==> config.mk <==
export PLATFORM = sky130hd
export DESIGN_NAME = store_unit
export DESIGN_NICKNAME = d
export VERILOG_FILES = /design/src/rtl/store_unit.sv
export SDC_FILE = /design/constraint.sdc
export NUM_CORES = 1
export LEC_CHECK = 0
export CORE_MARGIN = 10
export CORE_UTILIZATION = 55
export CTS_CLUSTER_SIZE = 40
export DETAILED_ROUTE_END_ITERATION = 8
export DONT_BUFFER_PORTS = 1
export HOLD_SLACK_MARGIN = 0.08
export PLACE_DENSITY = 0.66
export SLEW_MARGIN = 5
export SYNTH_ARGS = -nofsm -noshare
export SYNTH_HDL_FRONTEND = slang
export SYNTH_SLANG_ARGS = --single-unit
==> constraint.sdc <==
create_clock -name clk -period 13.5 [get_ports clk]
set_clock_uncertainty 0.1 [all_clocks]
set_input_delay 2.7 -clock clk [delete_from_list [all_inputs] [get_ports clk]]
set_output_delay 2.7 -clock clk [all_outputs]
set_load 0.005 [all_outputs]
==> src/rtl/store_unit.sv <==
// Store path: packs SB/SH/SW data onto byte lanes and buffers writes toward data memory.
// Optional define STORE_ALIGN_CHECK_EN rejects misaligned SH/SW requests.
module store_unit #(
    parameter int DEPTH = 2,
    parameter int CNT_W = 16
) (
    input  logic             clk,
    input  logic             rst_n,
    input  logic             req_valid,
    output logic             req_ready,
    input  logic [1:0]       req_op,
    input  logic [31:0]      req_addr,
    input  logic [31:0]      req_data,
    output logic             mem_valid,
    input  logic             mem_ready,
    output logic [31:0]      mem_addr,
    output logic [31:0]      mem_wdata,
    output logic [3:0]       mem_be,
    output logic             err_valid,
    output logic [31:0]      err_addr,
    output logic             busy,
    output logic [CNT_W-1:0] retired
);

    localparam int AW = (DEPTH > 1) ? $clog2(DEPTH) : 1;
    localparam logic [AW:0] FULL_CNT = (AW + 1)'(DEPTH);

    logic [29:0]   fifo_addr [DEPTH];
    logic [31:0]   fifo_data [DEPTH];
    logic [3:0]    fifo_be   [DEPTH];
    logic [AW-1:0] rd_ptr;
    logic [AW-1:0] wr_ptr;
    logic [AW:0]   count;
    logic [AW:0]   count_next;

    logic [31:0] pack_data;
    logic [3:0]  pack_be;
    logic        reject;
    logic        accept;
    logic        push;
    logic        pop;

    // Handshake depends only on occupancy; memory back-pressure never reaches the pipeline directly.
    assign req_ready = (count != FULL_CNT);
    assign mem_valid = (count != '0);
    assign mem_addr  = {fifo_addr[rd_ptr], 2'b00};
    assign mem_wdata = fifo_data[rd_ptr];
    assign mem_be    = fifo_be[rd_ptr];

    assign accept = req_valid && req_ready;
    assign push   = accept && !reject;
    assign pop    = mem_valid && mem_ready;

    always_comb begin
        pack_data = req_data;
        pack_be   = 4'b1111;
        reject    = 1'b0;
        case (req_op)
            2'b00: begin
                pack_data = {4{req_data[7:0]}};
                pack_be   = 4'b0001 << req_addr[1:0];
            end
            2'b01: begin
                pack_data = {2{req_data[15:0]}};
                pack_be   = req_addr[1] ? 4'b1100 : 4'b0011;
`ifdef STORE_ALIGN_CHECK_EN
                reject    = req_addr[0];
`endif
            end
            2'b10: begin
                pack_data = req_data;
                pack_be   = 4'b1111;
`ifdef STORE_ALIGN_CHECK_EN
                reject    = (req_addr[1:0] != 2'b00);
`endif
            end
            default: begin
                reject    = 1'b1;
            end
        endcase
    end

    always_comb begin
        count_next = count;
        if (push && !pop) begin
            count_next = count + 1'b1;
        end else if (pop && !push) begin
            count_next = count - 1'b1;
        end
    end

    // Entries are only written on push, so the head stays put while memory stalls or the buffer is empty.
    always_ff @(posedge clk) begin
        if (!rst_n) begin
            for (int i = 0; i < DEPTH; i++) begin
                fifo_addr[i] <= '0;
                fifo_data[i] <= '0;
                fifo_be[i]   <= '0;
            end
            rd_ptr    <= '0;
            wr_ptr    <= '0;
            count     <= '0;
            busy      <= 1'b0;
            retired   <= '0;
            err_valid <= 1'b0;
            err_addr  <= '0;
        end else begin
            if (push) begin
                fifo_addr[wr_ptr] <= req_addr[31:2];
                fifo_data[wr_ptr] <= pack_data;
                fifo_be[wr_ptr]   <= pack_be;
                wr_ptr            <= wr_ptr + 1'b1;
            end
            if (pop) begin
                rd_ptr  <= rd_ptr + 1'b1;
                retired <= retired + CNT_W'(1);
            end
            count     <= count_next;
            busy      <= (count_next != '0);
            err_valid <= accept && reject;
            if (accept && reject) begin
                err_addr <= req_addr;
            end
        end
    end

endmodule
==> insert_results.sql, run 1 <==
INSERT INTO impl_metrics (metric_group, metric, value, unit) VALUES
('outcome', 'run_status', 'completed', ''),
('final_layout', 'insertedDiodeCount', '0', ''),
('floorplan', 'coreArea', '0.0145', 'mm2'),
('pwr', 'power_report.internal_total', '1060', 'uW'),
('sta', 'highest_attainable_clock_frequency', '214', 'MHz'),
('sta', 'final_max_slew_viol_count', '0', ''),
('floorplan', 'start_util', '55.8', '%'),
('critical_path', 'maximum_fanout_along_the_worst_path', '66', ''),
('clock_network', 'tritoncts_clock_tree', 'done', ''),
('pwr', 'seq_power_share', '51.0', '%'),
('critical_path', 'combined_buffer_and_inverter_count_along_the_critical_path', '0', ''),
('pwr', 'power.share.combinational', '14.8', '%'),
('pwr', 'power-per-cell-area', '162', 'mW/mm2'),
('clock_network', 'cts_max_path_buffers', '2', ''),
('final_layout', 'layout-drive-gt1-share', '17.2', '%'),
('synth', 'yosys_warnings', '0', ''),
('worst_hold_path', 'worst_hold_path_type', 'register to register', ''),
('pwr', 'vdd.ir_drop.worst', '89.1', 'uV'),
('route', 'vias_per_cell', '5.74', ''),
('sta', 'hold_viol', '0', ''),
('clock_network', 'cts_hold_buf', '0', ''),
('synth', 'syn_inst', '676', ''),
('placement', 'routabilityCongestion', '0.787', ''),
('synth', 'synth.avg_cell_area', '11.9', 'um2'),
('route', 'postRouteWirelength', '18.0', 'mm'),
('sta', 'setup_viol', '0', ''),
('clock_network', 'cts_repair_resize_count', '0', ''),
('placement', 'preCtsSetupSlack', '8.55', 'ns'),
('synth', 'synth-edff-count', '132', ''),
('route', 'wl_met1', '7.08', 'mm'),
('pwr', 'p_leak', '0.00324', 'uW'),
('final_layout', 'final_common_cell', 'edfxtp_1', ''),
('placement', 'dp_hpwl', '12.1', 'mm'),
('flow_run', 'drv.max_cap_violation_count', '0', ''),
('critical_path', 'path_class', 'register to output port', ''),
('floorplan', 'fp.dieArea', '0.0199', 'mm2'),
('route', 'detailedRoute.firstPassIterationCount', '5', ''),
('final_layout', 'final.fill_count', '1163', ''),
('synth', 'netlist_area', '0.00808', 'mm2'),
('pwr', 'p_switching', '364', 'uW'),
('clock_network', 'post_cts_buffers', '0', ''),
('critical_path', 'cpMaxStageDelayCell', 'dfxtp_4', ''),
('floorplan', 'dieWidth', '141', 'um'),
('pwr', 'sw_frac_of_total', '25.5', '%'),
('route', 'dr_total_vias', '4928', ''),
('synth', 'synth_async_sr_flop_share', '0', '%'),
('critical_path', 'cp_cell_sequence', 'mux2_2', ''),
('floorplan', 'die-height', '141', 'um'),
('critical_path', 'cp_data_arrival_time', '1.87', 'ns'),
('sta', 'setup_repair_after_global_routing_missed_its_margin', 'no', ''),
('critical_path', 'slowest_delay', '0.92', 'ns'),
('synth', 'sequential_cell_area_fraction_in_the_yosys_report', '62.7', '%'),
('sta', 'slew_headroom', '22.3', '%'),
('sta', 'finalCriticalPeriod', '4.67', 'ns'),
('final_layout', 'finish.net_count', '734', ''),
('synth', 'yosysUniqueCellTypes', '45', ''),
('route', 'met3RoutedLength', '1.98', 'mm'),
('route', 'met2RoutedLength', '8.78', 'mm'),
('route', 'uppermost_layer_routed', 'met4', ''),
('final_layout', 'layout.cells.most_common_list', 'edfxtp_1 (132), nor2_1 (81), and2_1 (76)', ''),
('floorplan', 'io_pins', '190', ''),
('critical_path', 'critPathCaptureType', 'output port', ''),
('synth', 'ys.flop_type', 'edfxtp_1', ''),
('route', 'routed_wire_length_per_instance', '21.0', 'um'),
('critical_path', 'startpoint_type', 'register', ''),
('sta', 'fin_crit_sh', '34.6', '%'),
('clock_network', 'h_tree_depth_reported_by_cts', '4', ''),
('global_routing', 'antenna_found_initial', '0', ''),
('synth', 'yosys_register_bits', '187', ''),
('clock_network', 'cts_root_buffer', 'clkbuf_16', ''),
('global_routing', 'globalRouteTotalUtil', '17.6', '%');
-- metal layers --
metal | up-vias | GRT usage [%]
met5 | - | 0
met2 | 186 | 28.3
met1 | 2416 | 21.1
met4 | 0 | 4.51
met3 | 14 | 7.99
li1 | 2312 | -
-- final cells by class --
class / instances / area (um2) / share of cell area (%)
Clock buffer: 23 / 509 / 5.79
Clock inverter: 9 / 85.1 / 0.967
Inverter: 9 / 33.8 / 0.384
Multi-Input combinational cell: 440 / 2830 / 32.2
Sequential cell: 187 / 5070 / 57.6
Tap cell: 184 / 230 / 2.62
Timing Repair Buffer: 6 / 45.0 / 0.512
-- cell families (layout without fill, tap and decap cells) --
kind of cell             after synthesis  count (layout)  share of synthesized area [%]
buffers and inverters                 50              47                           2.63
XOR/XNOR                              12              12                           1.30
flip-flops                           187             187                           62.7
AND/OR/NAND/NOR                      270             270                           16.2
AO/OA/AOI/OAI                         61              61                           4.23
other                                  1               2                         0.0464
multiplexers                          92              92                           12.4
adder cells (fa/ha/maj)                3               3                          0.465
-- synthesized netlist by cell type (4+ instances only) --
cell	instances	area share, %
clkbuf_1	29	1.3
dfxtp_1	55	14
nand2b_1	4	0.31
xor2_1	6	0.65
xnor2_1	6	0.65
nand2_1	75	3.5
mux2i_1	25	3.1
edfxtp_1	132	49
nand3_1	8	0.50
a21oi_1	48	3.0
inv_1	8	0.37
nor2_1	82	3.8
and2_1	76	5.9
buf_2	7	0.43
nor3_1	4	0.25
mux2_2	67	9.3
-- stage by stage --
| stage | cells | area, um2 | total power [uW] | hold WS (ns) | util (%) |
|---|---|---|---|---|---|
| floorplan | 677 | 8080 | 901 | 0.353 | - |
| global placement | 826 | 8210 | 954 | 0.372 | 56.7 |
| detailed placement | 826 | 8210 | 960 | 0.376 | 56.7 |
| CTS | 858 | 8800 | 1450 | 0.386 | 60.8 |
| global route | 858 | 8800 | 1490 | 0.403 | 60.8 |
| finish | 858 | 8800 | 1430 | 0.380 | 60.8 |
-- registers in the layout, indices dropped and copies added, names as in the netlist, named ones only --
register	flops
count	2
busy	1
fifo_be	8
wr_ptr	1
err_valid	1
rd_ptr	1
err_addr	32
retired	16
fifo_addr	60
fifo_data	64
-- power by group through the flow --
stage	registers (uW)	logic [uW]	clock network, uW
after floorplan	714	187	0
final	729	212	488
after global routing	738	234	521
after detailed placement	743	216	0
after CTS	731	218	498
after global placement	740	213	0
-- worst paths after layout --
path              depth (start not counted)         endpoint    startpoint
setup / recovery                          1    mem_wdata[10]      register
hold / removal                            2     err_addr[27]  err_addr[27]
setup reg to reg                          7  fifo_data[0][1]      count[0]
hold reg to reg                           2     err_addr[27]  err_addr[27]
-- worst min-delay path, cell delays in order, from the launching register on --
cell and delay (ns):
dfxtp_1 0.33, nand2_1 0.06, a21oi_1 0.05
No activity file was read; power rests on OpenSTA's default activity.
==> run 2: changes to the inputs <==
- clock period: 13.5 -> 4.45 ns (I/O delays scaled with it)
==> run 2 against run 1 <==
  * Clock-buffer cell count unchanged
  * First-iteration DRC count decreased by 12%
  * Sequential power increased to 3.0 times the previous value
  * Largest power group unchanged
  * Via count fell by 0.41%
  * Non-clock buffer count rose by 1
  * Setup slack got worse by 7.3 ns
  * Critical path type unchanged
  * Clock power rose to 3.2 times the previous value
  * Sequential cell count stayed put
  * Wire length up 2.6%
  * Final area rose by 0.60%
  * Worst hold slack got worse by 0.0038 ns
  * Combinational power rose to 3.1 times the previous value
==> insert_results.sql, run 2 (synthesized netlist as in run 1, its figures left out) <==
INSERT INTO impl_metrics (metric_group, metric, value, unit) VALUES
('final_layout', 'finish.net_count', '735', ''),
('route', 'drtAntennaViolNets', '0', ''),
('critical_path', 'worst-path-stages', '1', ''),
('critical_path', 'cp_data_arrival_time', '1.89', 'ns'),
('worst_hold_path', 'worst_hold_path.num_cells', '2', ''),
('pwr', 'p_leak', '0.00326', 'uW'),
('sta', 'post-route-worst-setup-slack', '1.57', 'ns'),
('sta', 'hold_viol', '0', ''),
('route', 'postRouteWirelength', '18.5', 'mm'),
('critical_path', 'timing.reg2reg.worst_path_depth', '7', ''),
('placement', 'routabilityCongestion', '0.815', ''),
('floorplan', 'std_cell_rows', '44', ''),
('pwr', 'vdd.ir_drop.worst', '257', 'uV'),
('sta', 'slew_headroom', '20.2', '%'),
('floorplan', 'dieWidth', '141', 'um'),
('clock_network', 'cts_buffers', '17', ''),
('critical_path', 'critPathCaptureType', 'output port', ''),
('pwr', 'power-per-cell-area', '500', 'mW/mm2'),
('sta', 'pin_slew_with_the_least_headroom_to_its_limit', '1.19', 'ns'),
('route', 'vias_per_cell', '5.71', ''),
('final_layout', 'biggestRegsByFlops', 'fifo_data (64), fifo_addr (60), err_addr (32)', ''),
('critical_path', 'cpMaxStageDelayCell', 'dfxtp_4', ''),
('sta', 'final_max_slew_viol_count', '0', ''),
('flow_run', 'drv.max_cap_violation_count', '0', ''),
('final_layout', 'area_delta_synth_final', '9.62', '%'),
('critical_path', 'worstPathRequired', '3.46', 'ns'),
('floorplan', 'die-height', '141', 'um'),
('route', 'detail_route.iter0.violations', '285', ''),
('placement', 'count_of_buffers_inserted_at_the_top_level_ports', '0', ''),
('critical_path', 'path_class', 'register to output port', ''),
('critical_path', 'cp_cell_sequence', 'mux2_2', ''),
('final_layout', 'largest_register_ffs', '64', ''),
('final_layout', 'final_common_cell', 'edfxtp_1', ''),
('global_routing', 'grt_overflow_total', '0', ''),
('final_layout', 'layout.cells.most_common_list', 'edfxtp_1 (132), nor2_1 (81), and2_1 (76)', ''),
('route', 'routed_wire_length_per_instance', '21.5', 'um'),
('critical_path', 'setup.worst_path.end', 'mem_wdata[15]', ''),
('floorplan', 'io_pins', '190', ''),
('clock_network', 'clock_insertion_delay_worst_skew', '0.43', 'ns'),
('global_routing', 'globalRouteTotalUtil', '18.4', '%'),
('sta', 'setup_tns', '0', 'ns'),
('global_routing', 'grt_first_pass_wirelength', '28.4', 'mm'),
('sta', 'finalCriticalPeriod', '2.88', 'ns'),
('clock_network', 'cts_max_path_buffers', '2', ''),
('floorplan', 'start_util', '55.8', '%'),
('clock_network', 'number_of_clock_sinks_seen_by_cts', '187', ''),
('global_routing', 'grt_max_degree', '67', ''),
('floorplan', 'coreArea', '0.0145', 'mm2'),
('critical_path', 'r2r_startpoint', 'count[0]', ''),
('route', 'dr_total_vias', '4908', ''),
('critical_path', 'slowest_delay', '0.93', 'ns'),
('route', 'detailedRoute.firstPassIterationCount', '5', ''),
('clock_network', 'cts_repair_resize_count', '0', ''),
('placement', 'dp_hpwl', '12.4', 'mm'),
('critical_path', 'r2r_slack', '1.74', 'ns'),
('clock_network', 'h_tree_depth_reported_by_cts', '4', ''),
('outcome', 'run_status', 'completed', ''),
('final_layout', 'layout-drive-gt1-share', '17.2', '%'),
('worst_hold_path', 'worst_hold_path_type', 'register to register', ''),
('clock_network', 'clk_transition_reported_paths', '0.07', 'ns'),
('placement', 'preCtsSetupSlack', '1.61', 'ns'),
('clock_network', 'cts_root_buffer', 'clkbuf_16', ''),
('critical_path', 'maximum_fanout_along_the_worst_path', '66', ''),
('floorplan', 'fp.dieArea', '0.0199', 'mm2'),
('sta', 'highest_attainable_clock_frequency', '348', 'MHz'),
('final_layout', 'register_name_with_the_most_flops', 'fifo_data', ''),
('critical_path', 'r2r_endpoint', 'fifo_addr[1][23]', ''),
('sta', 'fin_crit_sh', '64.6', '%'),
('final_layout', 'final.fill_count', '1148', ''),
('critical_path', 'startpoint_type', 'register', ''),
('global_routing', 'first_global_vias', '4984', ''),
('critical_path', 'critPathTopFamily', 'flip-flops', ''),
('critical_path', 'combined_buffer_and_inverter_count_along_the_critical_path', '0', ''),
('final_layout', 'insertedDiodeCount', '0', ''),
('route', 'route.detailed.drc', '0', ''),
('sta', 'setup_repair_after_global_routing_missed_its_margin', 'no', ''),
('sta', 'setup_viol', '0', ''),
('clock_network', 'tritoncts_clock_tree', 'done', ''),
('clock_network', 'post_cts_buffers', '0', ''),
('clock_network', 'cts_hold_buf', '0', ''),
('global_routing', 'antenna_found_initial', '0', '');
## run 2: worst min path at each step
stage / from / endpoint / slack, ns
after floorplan: err_addr[0] / err_addr[0] / 0.35
after global placement: err_addr[12] / err_addr[12] / 0.37
after detailed placement: err_addr[13] / err_addr[13] / 0.38
after CTS: err_addr[13] / err_addr[13] / 0.38
after global routing: err_addr[13] / err_addr[13] / 0.41
final: err_addr[13] / err_addr[13] / 0.38
## run 2: worst min-delay path, stage by stage, from the launching register on
cell and delay, ns:
dfxtp_1 0.32, nand2_1 0.06, a21oi_1 0.05
## run 2: final cells by class
class,count,area [um2],area share (%)
tap,184,230,2.60
multi-input combinational,440,2830,32.0
clock inverter,9,106,1.20
inverter,9,33.8,0.382
clock buffer,23,520,5.88
sequential,187,5070,57.2
timing repair buffer,7,65.1,0.735
## run 2: per-layer routing
layer  track usage (%)  vias to the layer above  wire (um)
li1                  -                     2316          -
met5                 0                        -          0
met1              20.4                     2399       6880
met3              8.94                       16       2120
met2              30.4                      177       9220
met4              5.76                        0        258
## run 2: metrics by stage
stage | utilization [%] | instances | instance area [um2] | hold WS [ns] | total power [uW]
global route | 61.2 | 859 | 8850 | 0.408 | 4620
CTS | 61.2 | 859 | 8850 | 0.385 | 4470
global placement | 56.8 | 827 | 8230 | 0.373 | 2900
detailed placement | 56.8 | 827 | 8230 | 0.376 | 2920
finish | 61.2 | 859 | 8850 | 0.376 | 4430
floorplan | - | 677 | 8090 | 0.353 | 2720
## run 2: power by group
part	total [uW]	switching [uW]	internal, uW
Sequential	2210	142	2070
Combinational	650	350	300
Clock	1570	629	938
Total	4430	1120	3310
==> run 3: changes to the inputs <==
- PLACE_DENSITY: 0.66 -> 0.69
- clock period: 4.45 -> 2.41 ns (I/O delays scaled with it)
==> run 3 against run 2 <==
  * Non-clock buffer count grew 29
  * Power grew 80%
  * Global-route usage grew 0.40 points
  * Via count grew 3.3%
==> insert_results.sql, run 3 (synthesized netlist as in run 1, its figures left out) <==
INSERT INTO impl_metrics (metric_group, metric, value, unit) VALUES
('outcome', 'run_status', 'completed', ''),
('clock_network', 'tritoncts_clock_tree', 'done', ''),
('critical_path', 'path_class', 'register to output port', ''),
('global_routing', 'first_global_vias', '5213', ''),
('final_layout', 'finish.net_count', '764', ''),
('flow_run', 'drv.max_cap_violation_count', '0', ''),
('sta', 'finalCriticalPeriod', '2.22', 'ns'),
('critical_path', 'worstPathRequired', '1.83', 'ns'),
('floorplan', 'start_util', '55.8', '%'),
('pwr', 'p_switching', '2110', 'uW'),
('placement', 'count_of_buffers_inserted_at_the_top_level_ports', '0', ''),
('worst_hold_path', 'worst_hold_path.num_cells', '2', ''),
('final_layout', 'area_delta_synth_final', '13.1', '%'),
('sta', 'highest_attainable_clock_frequency', '450', 'MHz'),
('clock_network', 'cts_max_path_buffers', '2', ''),
('critical_path', 'timing.reg2reg.worst_path_depth', '7', ''),
('route', 'detailedRoute.firstPassIterationCount', '5', ''),
('sta', 'pin_slew_with_the_least_headroom_to_its_limit', '0.563', 'ns'),
('route', 'drtAntennaViolNets', '0', ''),
('global_routing', 'grt_first_pass_wirelength', '29.4', 'mm'),
('pwr', 'p_leak', '0.00336', 'uW'),
('floorplan', 'dieWidth', '141', 'um'),
('floorplan', 'fp.dieArea', '0.0199', 'mm2'),
('floorplan', 'io_pins', '190', ''),
('clock_network', 'clk_transition_reported_paths', '0.06', 'ns'),
('placement', 'dp_hpwl', '12.7', 'mm'),
('sta', 'hold_viol', '0', ''),
('placement', 'placement.cell_area', '0.00839', 'mm2'),
('sta', 'slew_headroom', '62.4', '%'),
('final_layout', 'biggestRegsByFlops', 'fifo_data (64), fifo_addr (60), err_addr (32)', ''),
('sta', 'setup_viol', '0', ''),
('final_layout', 'post-route-cell-area', '0.00914', 'mm2'),
('pwr', 'power.share.combinational', '18.3', '%'),
('worst_hold_path', 'min_delay_src', 'req_addr[27]', ''),
('sta', 'final_max_slew_viol_count', '0', ''),
('floorplan', 'die-height', '141', 'um'),
('clock_network', 'cts_root_buffer', 'clkbuf_16', ''),
('critical_path', 'startpoint_type', 'register', ''),
('route', 'postRouteWirelength', '18.8', 'mm'),
('pwr', 'power-per-cell-area', '873', 'mW/mm2'),
('clock_network', 'h_tree_depth_reported_by_cts', '4', ''),
('pwr', 'vdd.ir_drop.worst', '548', 'uV'),
('pwr', 'clkPwrFrac', '32.3', '%'),
('final_layout', 'insertedDiodeCount', '0', ''),
('clock_network', 'number_of_clock_sinks_seen_by_cts', '187', ''),
('final_layout', 'final.fill_count', '1137', ''),
('route', 'routed_wire_length_per_instance', '21.2', 'um'),
('final_layout', 'final_common_cell', 'edfxtp_1', ''),
('route', 'detail_route.iter0.violations', '329', ''),
('final_layout', 'register_name_with_the_most_flops', 'fifo_data', ''),
('clock_network', 'clock_insertion_delay_worst_skew', '0.42', 'ns'),
('critical_path', 'maximum_fanout_along_the_worst_path', '36', ''),
('floorplan', 'std_cell_rows', '44', ''),
('pwr', 'sw_frac_of_total', '26.4', '%'),
('global_routing', 'antenna_found_initial', '0', ''),
('placement', 'routabilityCongestion', '0.826', ''),
('clock_network', 'cts_buffers', '17', ''),
('critical_path', 'r2r_startpoint', 'count[0]', ''),
('critical_path', 'cp_data_arrival_time', '1.64', 'ns'),
('global_routing', 'grt_overflow_total', '0', ''),
('route', 'dr_total_vias', '5068', ''),
('floorplan', 'coreArea', '0.0145', 'mm2'),
('critical_path', 'r2r_slack', '0.28', 'ns'),
('final_layout', 'final_util', '63.1', '%'),
('route', 'vias_per_cell', '5.71', ''),
('critical_path', 'critPathCaptureType', 'output port', ''),
('final_layout', 'largest_register_ffs', '64', ''),
('final_layout', 'layout-drive-gt1-share', '18.0', '%'),
('worst_hold_path', 'worst_hold_path_type', 'primary input to register', ''),
('pwr', 'power_report.internal_total', '5870', 'uW'),
('global_routing', 'grt_max_degree', '53', ''),
('route', 'route.detailed.drc', '0', ''),
('sta', 'fin_crit_sh', '92.2', '%'),
('sta', 'setup_repair_after_global_routing_missed_its_margin', 'no', ''),
('final_layout', 'layout.cells.most_common_list', 'edfxtp_1 (132), nor2_1 (81), and2_1 (76)', ''),
('pwr', 'seq_power_share', '49.5', '%'),
('global_routing', 'globalRouteTotalUtil', '18.8', '%');
[run 3: final cells by class]
class | count | area (um2) | share of cell area [%]
tap | 184 | 230 | 2.52
multi-input combinational | 440 | 2870 | 31.4
timing repair buffer | 36 | 398 | 4.35
clock buffer | 20 | 437 | 4.78
clock inverter | 12 | 101 | 1.11
sequential | 187 | 5070 | 55.5
inverter | 9 | 33.8 | 0.370
[run 3: timing repair]
item / in CTS / in global routing
setup buffers: 0 / 0
hold buffers: 21 / 0
endpoints found under the setup margin: 0 / 0
endpoints found under the hold margin: 22 / 0
resized for setup: 0 / 0
[run 3: power groups by stage]
stage	Clock [uW]	Sequential, uW	Combinational [uW]
after floorplan	0	3980	1070
after global placement	0	4000	1420
after detailed placement	0	4020	1460
after CTS	2620	3950	1500
after global routing	2750	3980	1610
final	2570	3950	1460
[run 3: final timing paths]
check	end
max	mem_addr[5]
min	err_addr[27]
max reg2reg	fifo_addr[1][24]
min reg2reg	err_addr[27]
[run 3: routing by layer]
| layer | vias to the layer above | GRT usage [%] | part of all wire, % |
|---|---|---|---|
| met5 | - | 0 | 0 |
| met4 | 0 | 6.63 | 1.6 |
| met3 | 18 | 7.73 | 10 |
| met2 | 189 | 30.9 | 50 |
| met1 | 2480 | 21.5 | 38 |
| li1 | 2381 | - | - |
[run 3: worst max-delay path, cell delays in order, from the launching register on]
cell     delay [ns]
dfxtp_4        0.34
buf_4          0.42
mux2_2         0.44
[run 3: per-stage QoR]
| step | std cells | hold slack (ns) | TNS [ns] | power [uW] | setup WS [ns] |
|---|---|---|---|---|---|
| after floorplan | 677 | 0.350 | -9.83 | 5050 | -0.149 |
| after global placement | 835 | 0.370 | 0 | 5420 | 0.350 |
| after detailed placement | 835 | 0.373 | 0 | 5480 | 0.259 |
| after CTS | 888 | 0.0809 | 0 | 8070 | 0.142 |
| after global routing | 888 | 0.0909 | 0 | 8340 | 0.0886 |
| final | 888 | 0.0963 | 0 | 7980 | 0.188 |
